### config.mk
export PLATFORM = sky130hd
export DESIGN_NAME = router_out_fifo
export DESIGN_NICKNAME = d
export VERILOG_FILES = /design/src/rtl/router_pkg.sv /design/src/rtl/router_out_fifo.sv
export SDC_FILE = /design/constraint.sdc
export NUM_CORES = 1
export LEC_CHECK = 0
export CORE_MARGIN = 2
export CORE_UTILIZATION = 40
export DETAILED_ROUTE_END_ITERATION = 8
export SLEW_MARGIN = 20
export SYNTH_ARGS = -nofsm -noshare
export SYNTH_HDL_FRONTEND = slang
export SYNTH_SLANG_ARGS = --single-unit
### constraint.sdc
create_clock -name clock -period 2.27 [get_ports clock]
set_input_delay 0.454 -clock clock [delete_from_list [all_inputs] [get_ports clock]]
set_output_delay 0.454 -clock clock [all_outputs]
set_load 0.02 [all_outputs]
### src/rtl/router_pkg.sv
// rtl/router_pkg.sv - shared router constants, FIFO word type and header-length helper
package router_pkg;

    localparam int ROUTER_DATA_W     = 8;
    localparam int ROUTER_FIFO_DEPTH = 16;

    // Packet counter holds header length (6 bits) plus one for the parity byte.
    localparam int PKT_CNT_W = 7;

    typedef struct packed {
        logic       hdr;
        logic [7:0] data;
    } fifo_word_t;

    // Payload length field carried in bits [7:2] of a header byte.
    function automatic logic [5:0] hdr_len(input logic [7:0] b);
        return 6'(b >> 2);
    endfunction

endpackage

### src/rtl/router_out_fifo.sv
// rtl/router_out_fifo.sv - per-destination output FIFO of the 1x3 router with packet-length tracking
//
// Ports:
//   clock      rising-edge clock
//   rst        synchronous active-high reset
//   soft_rst   synchronous flush of this FIFO (same effect as rst)
//   write_enb  write request for data_in
//   lfd_state  marks data_in as a packet header byte
//   data_in    byte to store
//   read_enb   read request from the destination
//   data_out   registered read data
//   vld_out    FIFO non-empty
//   full       DEPTH entries occupied
//   empty      zero entries occupied
//   occupancy  wr_ptr - rd_ptr (only with ROUTER_OUT_FIFO_OCCUPANCY_EN defined)
//
// Optional feature macro: ROUTER_OUT_FIFO_OCCUPANCY_EN adds the occupancy port
// and occupancy consistency assertions.
module router_out_fifo
    import router_pkg::*;
#(
    parameter int DEPTH  = ROUTER_FIFO_DEPTH,
    parameter int DATA_W = ROUTER_DATA_W
) (
    input  logic              clock,
    input  logic              rst,
    input  logic              soft_rst,
    input  logic              write_enb,
    input  logic              lfd_state,
    input  logic [DATA_W-1:0] data_in,
    input  logic              read_enb,
    output logic [DATA_W-1:0] data_out,
    output logic              vld_out,
    output logic              full,
    output logic              empty
`ifdef ROUTER_OUT_FIFO_OCCUPANCY_EN
    ,
    output logic [$clog2(DEPTH):0] occupancy
`endif
);

    localparam int AW = $clog2(DEPTH);
    localparam logic [AW:0]          PTR_ONE = (AW+1)'(1);
    localparam logic [PKT_CNT_W-1:0] CNT_ONE = PKT_CNT_W'(1);

    logic [DATA_W:0]      mem [DEPTH];
    logic [AW:0]          wr_ptr;
    logic [AW:0]          rd_ptr;
    logic [DATA_W:0]      rd_word;
    logic [PKT_CNT_W-1:0] pkt_cnt;
    logic                 zero_pend;
    logic                 wr_acc;
    logic                 rd_acc;
    logic                 flush;

    // Extra pointer MSB distinguishes full from empty when the index bits match.
    assign empty   = (wr_ptr == rd_ptr);
    assign full    = (wr_ptr[AW] != rd_ptr[AW]) && (wr_ptr[AW-1:0] == rd_ptr[AW-1:0]);
    assign vld_out = !empty;

    assign flush   = rst || soft_rst;
    assign wr_acc  = write_enb && !full;
    assign rd_acc  = read_enb && !empty;
    assign rd_word = mem[rd_ptr[AW-1:0]];

    // Storage carries no reset; contents behind the read pointer are don't-care.
    always_ff @(posedge clock) begin
        if (wr_acc && !flush) begin
            mem[wr_ptr[AW-1:0]] <= {lfd_state, data_in};
        end
    end

    always_ff @(posedge clock) begin
        if (flush) begin
            wr_ptr    <= '0;
            rd_ptr    <= '0;
            pkt_cnt   <= '0;
            zero_pend <= 1'b0;
            data_out  <= '0;
        end else begin
            if (wr_acc) begin
                wr_ptr <= wr_ptr + PTR_ONE;
            end
            if (rd_acc) begin
                rd_ptr   <= rd_ptr + PTR_ONE;
                data_out <= rd_word[DATA_W-1:0];
                if (rd_word[DATA_W]) begin
                    // Header: count payload bytes plus the trailing parity byte.
                    pkt_cnt   <= {1'b0, hdr_len(rd_word[7:0])} + CNT_ONE;
                    zero_pend <= 1'b0;
                end else begin
                    // Remember that the last byte of the packet just went out so
                    // the bus can be cleared if the destination stops reading.
                    zero_pend <= (pkt_cnt == CNT_ONE);
                    if (pkt_cnt != '0) begin
                        pkt_cnt <= pkt_cnt - CNT_ONE;
                    end
                end
            end else begin
                if (zero_pend) begin
                    data_out <= '0;
                end
                zero_pend <= 1'b0;
            end
        end
    end

`ifdef ROUTER_OUT_FIFO_OCCUPANCY_EN
    localparam logic [AW:0] OCC_MAX = (AW+1)'(DEPTH);

    assign occupancy = wr_ptr - rd_ptr;

    a_occ_bound: assert property (@(posedge clock) disable iff (flush)
        occupancy <= OCC_MAX);
    a_occ_full: assert property (@(posedge clock) disable iff (flush)
        full |-> (occupancy == OCC_MAX));
    a_occ_empty: assert property (@(posedge clock) disable iff (flush)
        empty |-> (occupancy == '0));
`endif

endmodule

== After elaboration in Yosys (flattened, before gate mapping) ==
Memories as Yosys holds them, arrays and structs flattened. A register that Yosys moved wholly into a read port is not among the register bits.
Cells that the tools add are included.

* Logic and storage cells: 36
* Input port bits: 14
* Bits in registers: 26
* Memory bits (writable): 144
* Output and inout port bits: 11
* Memories: 1

{| class="wikitable"
|+ Memories
! memory !! depth !! bits a word !! rd ports !! clocked after Yosys merged registers in !! wr ports !! RTL line !! source
|-
| mem || 16 || 9 || 1 || 1 || 1 || router_out_fifo.sv:46 || <nowiki>logic [DATA_W:0] mem [DEPTH];</nowiki>
|}

* Multiplexer cells: 8
* Bitwise logic cells: 1
* Eq/ne operators: 4
* Reduce and logical (&&, ||, !) cells: 13
* $add $sub $neg: 4

{| class="wikitable"
|+ Operators by type and width
! kind !! number
|-
| $mux W8 || 2
|-
| $mux W7 || 2
|-
| $add A5 B1 Y5 const B || 2
|-
| $mux W4 || 2
|-
| $add A6 B1 Y7 const B || 1
|-
| $eq A7 B1 Y1 const B || 1
|-
| $reduce_bool A7 Y1 || 1
|-
| $sub A7 B1 Y7 const B || 1
|-
| $eq A5 B5 Y1 || 1
|-
| $eq A4 B4 Y1 || 1
|-
| $logic_and A1 B1 Y1 || 4
|-
| $reduce_bool A2 Y1 || 2
|-
| $logic_not A1 Y1 || 3
|-
| $reduce_or A3 Y1 || 1
|-
| $mux W1 || 2
|-
| $reduce_and A2 Y1 || 1
|-
| $logic_or A1 B1 Y1 || 1
|-
| $ne A1 B1 Y1 || 1
|-
| $not A1 Y1 || 1
|}

== Depth between registers and ports, before layout ==
* Word-level depth: 7
* Mapped depth: 11

== Worst setup path before layout ==
No wires, ideal clock.

* Path type: register -> register
* Start: reg (tool-made name)
* End: reg pkt_cnt[2]
* Period minus slack after synthesis: 2.332 ns
* Setup time: 0.070 ns
* Arrival: 2.262 ns
* Buffers on the path: 3
* Required time: 2.200 ns
* Stages on the path, launching flop included: 11
* Setup slack: -0.062 ns
* Path through: dfxtp_1 buf_6 buf_12 buf_12 mux4_2 a22oi_2 nand3_2 ha_1 xnor2_1 a211o_1 a21oi_1

{| class="wikitable"
|+ RTL lines
! what !! RTL line !! source
|-
| end signal, assigned || router_out_fifo.sv:89 || <nowiki>pkt_cnt <= {1'b0, hdr_len(rd_word[7:0])} + CNT_ONE;</nowiki>
|-
| end signal, assigned || router_out_fifo.sv:96 || <nowiki>pkt_cnt <= pkt_cnt - CNT_ONE;</nowiki>
|-
| end, declared || router_out_fifo.sv:50 || <nowiki>logic [PKT_CNT_W-1:0] pkt_cnt;</nowiki>
|}

==> impl_metrics.toml <==
[run_status]
status = "finished clean"

[global_routing]
first_global_vias = 4085
grt_max_degree = 35
grt_use_met3_pct = 4.53
globalRouteOverflowTotal = 0
global_route.peak_usage_layer = "met2"
met2_usage_pct = 28.0
antenna_found_initial = 0
globalRouteMet1Util_pct = 23.8
grt_first_pass_wirelength_mm = 23.6
grt_usage_pct = 17.7

[critical_path]
required_ns = 2.62
critical_path_arrival_ns = 2.56
worstPathCellList = "buf_12, mux4_2, mux4_2, buf_6, xnor2_2, nand2_1, a31oi_1"
setup.worst_path.end_class = "flop"
regToRegEndpoint = "pkt_cnt[4]$_SDFFE_PP0P_"
timing.critical_path.mode_cell = "sky130_fd_sc_hd__mux4_2"
timing.critical_path.slowest_stage_cell = "sky130_fd_sc_hd__mux4_2"
rrSetupSlack_ns = 0.06
setup.worst_path.end = "pkt_cnt[4]$_SDFFE_PP0P_"
reg2regPathDepth = 7
critical_path_class = "reg -> reg"
cp_max_fo = 7
worst_setup_path_start_kind = "flop"
timing.critical_path.slowest_cell_delay_ns = 0.53

[cells_and_area]
layout.cells.most_common_list = "sky130_fd_sc_hd__edfxtp_1, sky130_fd_sc_hd__buf_4, sky130_fd_sc_hd__nor2_1"
final_net_count = 528
post_route_cells_drive_above_1_share_pct = 28.8
final_common_cell = "sky130_fd_sc_hd__edfxtp_1"
antennaDiodeCount = 0
final.fill_count = 1437
layout.area.seq_mm2 = 0.00493
area_growth_pct = 22.2
multi_input_gate_area_mm2 = 0.00214
layout.cell_area.non_filler_mm2 = 0.00874

[floorplan]
die_x_um = 138
fp.dieH_um = 138
die-area_mm2 = 0.0190
top_ports = 25
core_area_mm2 = 0.0174
initial_cell_density_of_the_core_pct = 41.1
number_of_placement_rows = 48

[route]
ant_nets = 0
num_vias = 3976
drt_iter0_drc = 281
remaining_drc_errors = 0
route.detailed.wl_per_inst_um = 20.6
route.detailed.vias_per_inst = 5.35
first_pass_iters = 4
postRouteWirelength_mm = 15.3

[sta]
worst_slew_margin_rel_pct = 60.6
setup_clock_skew_after_layout_ns = 0.0113
setup-violations-final = 0
worst_slew_pin_slew_ns = 0.590
rsz0062_at_grt = "true"
report.final.hold_viol_count = 0
fmax_mhz = 452
fin_crit_sh_pct = 97.6
post-route-worst-setup-slack_ns = 0.0553
finalWorstPathRequiredPeriod_ns = 2.21
timing.final.max_slew_violations = 0

[yosys]
post_synth_num_cell_types = 47
synth_area_leaders = "sky130_fd_sc_hd__edfxtp_1, sky130_fd_sc_hd__mux4_2, sky130_fd_sc_hd__dfxtp_1"
synth_sequential_area_ratio_pct = 68.8
yosys.area.top_type_share_pct = 60.4
netlist.top_cell.by_area = "sky130_fd_sc_hd__edfxtp_1"
post_synth_inst_count = 427
mappedNetlistNets = 450
ys_warn_count = 0
postSynth.asyncResetShare_pct = 0
synthesis.area_per_instance_um2 = 16.8
number_of_synthesized_flops_with_an_enable_pin = 144
synth.cell_area_mm2 = 0.00716
dominantRegCellSynth = "sky130_fd_sc_hd__edfxtp_1"
yosys_register_bits = 174

[clocking]
clk_pin_slew_ns = 0.07
total_clock_sinks = 174
cts_tree = "built"
tritoncts.num_buffers = 17
cts.root.buffer_cell = "sky130_fd_sc_hd__clkbuf_16"
hold_buffers = 0
ctsHtreeMaxLevel = 4
clock_insertion_delay_worst_skew_ns = 0.43
clock_tree.buffer_depth = 2

[run]
max-cap-violations = 0

[placed_design]
dp_slack_ns = -0.0246
port-buffer-count = 24
finalWeightedCongestion = 0.811
placed_instance_area_mm2 = 0.00795
dp_hpwl_mm = 9.39

[worst_hold_path]
holdCritPathClass = "reg -> reg"

[pwr]
power.static_leakage_nw = 2.88
pwr_density_cell_mw_per_mm2 = 739
vdd_ir_drop_max_v = 0.000593
==> layer usage <==
metal,part of all wire [%],vias to the layer above
li1,-,1817
met1,45,2025
met2,47,112
met3,5.2,22
met4,2.2,0
met5,0,-
==> final cells by class <==
class | count | area share, %
multi-input combinational | 224 | 24.4
clock inverter | 15 | 1.50
tap | 225 | 3.22
timing repair buffer | 79 | 9.20
inverter | 9 | 0.386
sequential | 174 | 56.4
clock buffer | 17 | 4.87
==> report_power, final <==
part	internal (W)	switching, W
Combinational	0.000127	0.000144
Sequential	0.00346	0.00000711
Clock	0.00144	0.00129
Total	0.00502	0.00144
==> synth_stat cells, drive strengths merged (8+ instances only) <==
master and number:
nand2 23, nand3 17, a21oi 16, nor3b 8, mux4 39, xor2 10, inv 9, ha 9
o21ai 8, buf 14, dfxtp 30, edfxtp 144, nor2 38
==> stage by stage <==
stage               hold slack [ns]  util [%]  total power, W  setup TNS, ns  instances
floorplan                     0.489         -         0.00367        -0.0235        427
global placement              0.517      45.6         0.00378              0        700
detailed placement            0.521      45.6         0.00379        -0.0461        700
CTS                           0.529      49.4         0.00650              0        736
global route                  0.579      50.2         0.00668        -0.0753        743
finish                        0.534      50.2         0.00646              0        743
==> what timing repair did <==
item                                    CTS  global route
endpoints found under the setup margin    8             9
gates cloned                              2             2
pin swaps                                 0            16
gates resized for setup                  15            25
buffers inserted                          2             5
==> state kept, by name, indices dropped and copies added, names as in the netlist, named ones only <==
register,cells
pkt_cnt,7
rd_ptr,5
zero_pend,1
data_out,8
wr_ptr,5
mem,144
==> worst max-delay path, delay by kind of cell, from the launching register on <==
family | cells | cell delay [ns]
multiplexers | 2 | 1.05
flip-flops | 1 | 0.42
buffers and inverters | 2 | 0.31
AO/OA/AOI/OAI | 1 | 0.17
XOR/XNOR | 1 | 0.13
AND/OR/NAND/NOR | 1 | 0.06
==> worst min-delay path by stage <==
stage	depth (start not counted)	slack [ns]	end	from
after floorplan	2	0.49	pkt_cnt[2]$_SDFFE_PP0P_	pkt_cnt[2]$_SDFFE_PP0P_
after global placement	2	0.52	rd_ptr[4]$_SDFFE_PP0P_	rd_ptr[4]$_SDFFE_PP0P_
after detailed placement	2	0.52	pkt_cnt[2]$_SDFFE_PP0P_	pkt_cnt[2]$_SDFFE_PP0P_
after CTS	2	0.53	pkt_cnt[2]$_SDFFE_PP0P_	pkt_cnt[2]$_SDFFE_PP0P_
after global routing	2	0.58	flop	rd_ptr[1]$_SDFFE_PP0P_
final	2	0.53	rd_ptr[4]$_SDFFE_PP0P_	rd_ptr[4]$_SDFFE_PP0P_
==> kinds of logic (layout without fill, tap and decap cells) <==
family | Yosys count | count (layout) | share of synthesized area (%)
buf+inv | 30 | 120 | 2.73
simple gates | 117 | 117 | 8.24
xor+xnor | 17 | 17 | 2.08
fa+ha+maj | 9 | 9 | 1.57
mux | 43 | 44 | 13.4
compound gates | 37 | 37 | 3.15
flops | 174 | 174 | 68.8
(Power assumes the default switching activity.)
